[src/rtl/mash_pkg.sv]
// Shared types and constants for the MASH 1-1 sigma-delta modulator.
package mash_pkg;

  localparam int unsigned DATA_WIDTH = 16;

  typedef logic [1:0] code_t;

  localparam code_t CODE_ZERO = 2'd1;

  typedef enum logic {
    IDLE = 1'b0,
    RUN  = 1'b1
  } state_t;

endpackage

[src/rtl/mash_stage.sv]
// First-order error-feedback accumulator: the carry is the quantised output and the residue is the error fed onward.
module mash_stage #(
  parameter int unsigned WIDTH = mash_pkg::DATA_WIDTH
) (
  input  logic             aclk,
  input  logic             arst,
  input  logic             step,
  input  logic             clear,
  input  logic [WIDTH-1:0] din,
  output logic             carry,
  output logic [WIDTH-1:0] residue
);
  import mash_pkg::*;

  logic [WIDTH-1:0] acc;
  logic [WIDTH:0]   sum;

  assign sum     = {1'b0, acc} + {1'b0, din};
  assign carry   = sum[WIDTH];
  assign residue = sum[WIDTH-1:0];

  always_ff @(posedge aclk) begin
    if (arst || clear) begin
      acc <= '0;
    end else if (step) begin
      acc <= residue;
    end
  end

endmodule

[src/rtl/axis_mash11_mod.sv]
// AXI-Stream sink that zero-order-holds each sample for OSR cycles and drives a MASH 1-1 modulator.
// Emits a 2-bit code (y+1) every RUN cycle and paces the source with one tready slot per OSR cycles.
module axis_mash11_mod #(
  parameter int unsigned DATA_WIDTH = mash_pkg::DATA_WIDTH,
  parameter int unsigned OSR        = 64
) (
  input  logic                  aclk,
  input  logic                  arst,
  input  logic                  en,
  input  logic [DATA_WIDTH-1:0] s_axis_data_tdata,
  input  logic                  s_axis_data_tvalid,
  output logic                  s_axis_data_tready,
  output mash_pkg::code_t       m_axis_mod_tdata,
  output logic                  m_axis_mod_tvalid,
  output logic                  underflow
);
  import mash_pkg::*;

  localparam int unsigned CNT_W = (OSR > 1) ? $clog2(OSR) : 1;
  localparam logic [CNT_W-1:0] CNT_LAST = CNT_W'(OSR - 1);

  state_t                state;
  state_t                state_nxt;
  logic [CNT_W-1:0]      os_cnt;
  logic [DATA_WIDTH-1:0] x;
  logic                  c2_d;
  logic                  run_step;
  logic                  slot;
  logic                  c1;
  logic                  c2;
  logic [DATA_WIDTH-1:0] r1;
  logic [DATA_WIDTH-1:0] r2;

  // Next state and pacing; tready never looks at tvalid.
  always_comb begin
    state_nxt          = state;
    s_axis_data_tready = 1'b0;
    run_step           = 1'b0;
    slot               = 1'b0;
    case (state)
      IDLE: begin
        s_axis_data_tready = en;
        if (en && s_axis_data_tvalid) begin
          state_nxt = RUN;
        end
      end
      RUN: begin
        slot               = (os_cnt == CNT_LAST);
        s_axis_data_tready = en && slot;
        run_step           = en;
        if (!en) begin
          state_nxt = IDLE;
        end
      end
      default: state_nxt = IDLE;
    endcase
  end

  always_ff @(posedge aclk) begin
    if (arst) begin
      state <= IDLE;
    end else begin
      state <= state_nxt;
    end
  end

  mash_stage #(.WIDTH(DATA_WIDTH)) u_stage1 (
    .aclk    (aclk),
    .arst    (arst),
    .step    (run_step),
    .clear   (!en),
    .din     (x),
    .carry   (c1),
    .residue (r1)
  );

  mash_stage #(.WIDTH(DATA_WIDTH)) u_stage2 (
    .aclk    (aclk),
    .arst    (arst),
    .step    (run_step),
    .clear   (!en),
    .din     (r1),
    .carry   (c2),
    .residue (r2)
  );

  // Sample hold, hold counter, and code output; y+1 = c1 + c2 + !c2_d stays within 0..3.
  always_ff @(posedge aclk) begin
    if (arst) begin
      os_cnt            <= '0;
      x                 <= '0;
      c2_d              <= 1'b0;
      m_axis_mod_tdata  <= CODE_ZERO;
      m_axis_mod_tvalid <= 1'b0;
      underflow         <= 1'b0;
    end else if (!en) begin
      os_cnt            <= '0;
      c2_d              <= 1'b0;
      m_axis_mod_tdata  <= CODE_ZERO;
      m_axis_mod_tvalid <= 1'b0;
    end else if (state == IDLE) begin
      m_axis_mod_tdata  <= CODE_ZERO;
      m_axis_mod_tvalid <= 1'b0;
      if (s_axis_data_tvalid) begin
        x      <= s_axis_data_tdata;
        os_cnt <= '0;
      end
    end else begin
      os_cnt            <= slot ? '0 : os_cnt + CNT_W'(1);
      c2_d              <= c2;
      m_axis_mod_tdata  <= 2'(c1) + 2'(c2) + 2'(!c2_d);
      m_axis_mod_tvalid <= 1'b1;
      if (slot) begin
        if (s_axis_data_tvalid) begin
          x <= s_axis_data_tdata;
        end else begin
          underflow <= 1'b1;
        end
      end
    end
  end

endmodule

[config.mk]
export PLATFORM = sky130hd
export DESIGN_NAME = axis_mash11_mod
export DESIGN_NICKNAME = d
export VERILOG_FILES = /design/src/rtl/mash_pkg.sv /design/src/rtl/mash_stage.sv /design/src/rtl/axis_mash11_mod.sv
export SDC_FILE = /design/constraint.sdc
export NUM_CORES = 1
export LEC_CHECK = 0
export ABC_AREA = 1
export ABC_CLOCK_PERIOD_IN_PS = 6200
export CAP_MARGIN = 15
export CORE_MARGIN = 2
export CORE_UTILIZATION = 60
export DETAILED_ROUTE_END_ITERATION = 6
export PLACE_DENSITY = 0.91
export SYNTH_ARGS = -nofsm -noshare
export SYNTH_HDL_FRONTEND = slang
export SYNTH_HIERARCHICAL = 1
export SYNTH_SLANG_ARGS = --single-unit
[constraint.sdc]
create_clock -name aclk -period 6.2 [get_ports aclk]
set_input_delay 1.55 -clock aclk [delete_from_list [all_inputs] [get_ports aclk]]
set_output_delay 1.55 -clock aclk [all_outputs]
set_load 0.02 [all_outputs]
==> flow_summary.toml <==
[die]
design.portCount = 25
num_rows = 31
core-area_mm2 = 0.00729
die-area_mm2 = 0.00826
start_util_pct = 62.1
chip_width_um = 90.9
die_h_um = 90.9

[power]
ir_drop_v = 0.000161
leakagePower_nw = 2.92
cellPowerDensity_mw_per_mm2 = 194

[yosys]
synthCells = 752
mappedNetlistArea_mm2 = 0.00453
yosys_warnings = 6
net_count_after_synthesis = 808
postSynthAreaPerCell_um2 = 6.02

[critical_path]
crit_required_ps = 4650
crit_path_max_fanout = 20
timing.reg2reg.worst_path_depth = 20
setup.worst_path.class = "in -> out"
critical_path.endpoint_type = "output pin"
crit_arrival_ps = 3060
ff2ff_setup_slack_ps = 2600
cp-start-kind = "primary input"
crit-reg2reg-launch = "x[0]"
regToRegEndpoint = "m_axis_mod_tdata[0]"

[sta]
tightestPinTransition_ps = 701
period_share_pct = 74.4
fmax_mhz = 217
setup_tns_ps = 0
relative_slew_slack_pct = 53.1
setup_violations = 0
total_count_of_max_transition_violations_in_the_final_report = 0
timing.final.hold_violations = 0
period_minus_slack_ps = 4610
final_worst_slack_ps = 1590
grt_setup_unrepaired = "no"
worst_clock_skew_ps = 10.6

[clocking]
postCtsSetupRepairBufs = 0
cts_max_path_buffers = 2
cts_tree = "built"
h-tree-depth = 3
numCtsBuffers = 9
number_of_instances_resized_during_post_cts_repair = 0
cts_sinks = 60
clkLatencyLatePin_ps = 360
clkTransAtPathRegs_ps = 70
postCtsHoldBufs = 0
clk_root_buffer_cell = "sky130_fd_sc_hd__clkbuf_8"

[routing]
wire_per_inst_um = 12.0
detailedRoute.firstPassIterationCount = 5
dr.first_iter.drc_count = 272
finalWirelength_mm = 10.5
remaining_drc_errors = 0
detail-route-antenna-nets = 0
num_vias = 4538
avgViaCountPerCell = 5.17

[global_routing]
grt-ovfl-total = 0
global_route_wire_length_before_repair_mm = 18.1
grt_max_degree = 37
first_global_vias = 4416
grt_antenna_before_repair = 0
grt_usage_pct = 26.7

[run_status]
outcome = "completed"

[flow_run]
drv_cap = 0

[cells_and_area]
layout-drive-gt1-share_pct = 5.14
antenna_cells_inserted = 0
postLayoutCellArea_mm2 = 0.00510
finish.cell_count_without_fillers = 877
nNetsFinal = 829
area_overhead_of_the_layout_relative_to_synthesis_pct = 12.6
filler_cell_count = 620
finish.utilization_pct = 70.0

[place]
port-buffer-count = 24
placed_area_mm2 = 0.00483
place_worst_setup_slack_ps = 1590
dp_hpwl_mm = 7.78
gp_congestion = 0.944
dp.cells = 860

[worst_hold_path]
holdPathStages = 2
min-delay-path-class = "reg -> reg"
worst_hold_path.endpoint = "u_stage2/acc[0]"
hold_path_startpoint = "u_stage2/acc[0]"
## layout make-up
type | instances | area [µm²] | area share (%)
multi-input cells | 507 | 2620 | 51.3
flip-flops and latches | 60 | 1200 | 23.5
inverters | 168 | 631 | 12.4
repair buffers | 27 | 283 | 5.54
clock buffers | 10 | 138 | 2.70
well taps | 99 | 124 | 2.43
clock inverters | 6 | 111 | 2.18
## cell usage in the layout, fill, tap and decap left out
| cell type | n |
|---|---|
| sky130_fd_sc_hd__nand2_1 | 230 |
| sky130_fd_sc_hd__inv_1 | 167 |
| sky130_fd_sc_hd__nor2_1 | 103 |
| sky130_fd_sc_hd__dfxtp_1 | 60 |
| sky130_fd_sc_hd__nand3_1 | 36 |
| sky130_fd_sc_hd__ha_1 | 33 |
| sky130_fd_sc_hd__a21oi_1 | 24 |
| sky130_fd_sc_hd__clkdlybuf4s50_1 | 24 |
| sky130_fd_sc_hd__nand4_1 | 20 |
| sky130_fd_sc_hd__o21ai_0 | 11 |
| sky130_fd_sc_hd__clkbuf_8 | 10 |
| sky130_fd_sc_hd__xor2_1 | 10 |
| sky130_fd_sc_hd__nor3_2 | 6 |
| sky130_fd_sc_hd__or2_1 | 4 |
| sky130_fd_sc_hd__nand2_2 | 4 |
| sky130_fd_sc_hd__nand3_2 | 3 |
| sky130_fd_sc_hd__o21bai_1 | 3 |
| sky130_fd_sc_hd__a211oi_1 | 3 |
| sky130_fd_sc_hd__xnor2_1 | 3 |
| sky130_fd_sc_hd__fa_1 | 3 |
| sky130_fd_sc_hd__bufinv_16 | 3 |
| sky130_fd_sc_hd__buf_4 | 2 |
| sky130_fd_sc_hd__and2_4 | 2 |
| sky130_fd_sc_hd__xnor2_2 | 2 |
| sky130_fd_sc_hd__or2_2 | 2 |
| sky130_fd_sc_hd__o21ai_1 | 2 |
| sky130_fd_sc_hd__o21bai_4 | 1 |
| sky130_fd_sc_hd__clkinv_1 | 1 |
| sky130_fd_sc_hd__nor3_1 | 1 |
| sky130_fd_sc_hd__nand3_4 | 1 |
| sky130_fd_sc_hd__clkinvlp_4 | 1 |
| sky130_fd_sc_hd__clkinv_2 | 1 |
| sky130_fd_sc_hd__clkinv_4 | 1 |
| sky130_fd_sc_hd__buf_16 | 1 |
## worst max-delay path by stage
stage	startpoint	to	slack, ps	cells after the start
3_5_place_dp	en	s_axis_data_tready	1590	5
2_1_floorplan	en	s_axis_data_tready	2260	4
4_1_cts	en	s_axis_data_tready	1590	5
3_3_place_gp	en	s_axis_data_tready	1620	5
6_report	en	s_axis_data_tready	1590	5
5_1_grt	en	s_axis_data_tready	1480	5
## per-stage QoR
stage | power (mW) | hold WS, ps
detailed placement | 0.549 | 462
finish | 0.988 | 476
global route | 1.03 | 512
floorplan | 0.512 | 445
global placement | 0.543 | 451
CTS | 0.994 | 476
## layer usage
layer	wire length (µm)	vias to the layer above	global-route usage [%]	share of wire, %
met1	4480	2042	29.9	43
li1	-	2309	-	-
met3	541	31	5.09	5.1
met2	5130	156	47.6	49
met5	0	-	0	0
met4	378	0	14.8	3.6
## critical path, stage by stage
cell and delay, ps:
sky130_fd_sc_hd__clkdlybuf4s50_1 460, sky130_fd_sc_hd__buf_4 240, sky130_fd_sc_hd__inv_1 100, sky130_fd_sc_hd__nor2_1 100, sky130_fd_sc_hd__clkdlybuf4s50_1 610
## power breakdown
part           switching [mW]  total, mW  internal [mW]
registers             0.00752      0.404          0.396
logic                  0.0854      0.140         0.0549
clock network           0.166      0.444          0.278
total                   0.259      0.988          0.729
## sequential cells by signal (all words and copies together) (netlist names)
register           count
c2_d                   1
m_axis_mod_tdata       2
m_axis_mod_tvalid      1
os_cnt                 6
state                  1
u_stage1/acc          16
u_stage2/acc          16
underflow              1
x                     16
No activity file was read; power rests on OpenSTA's default activity.
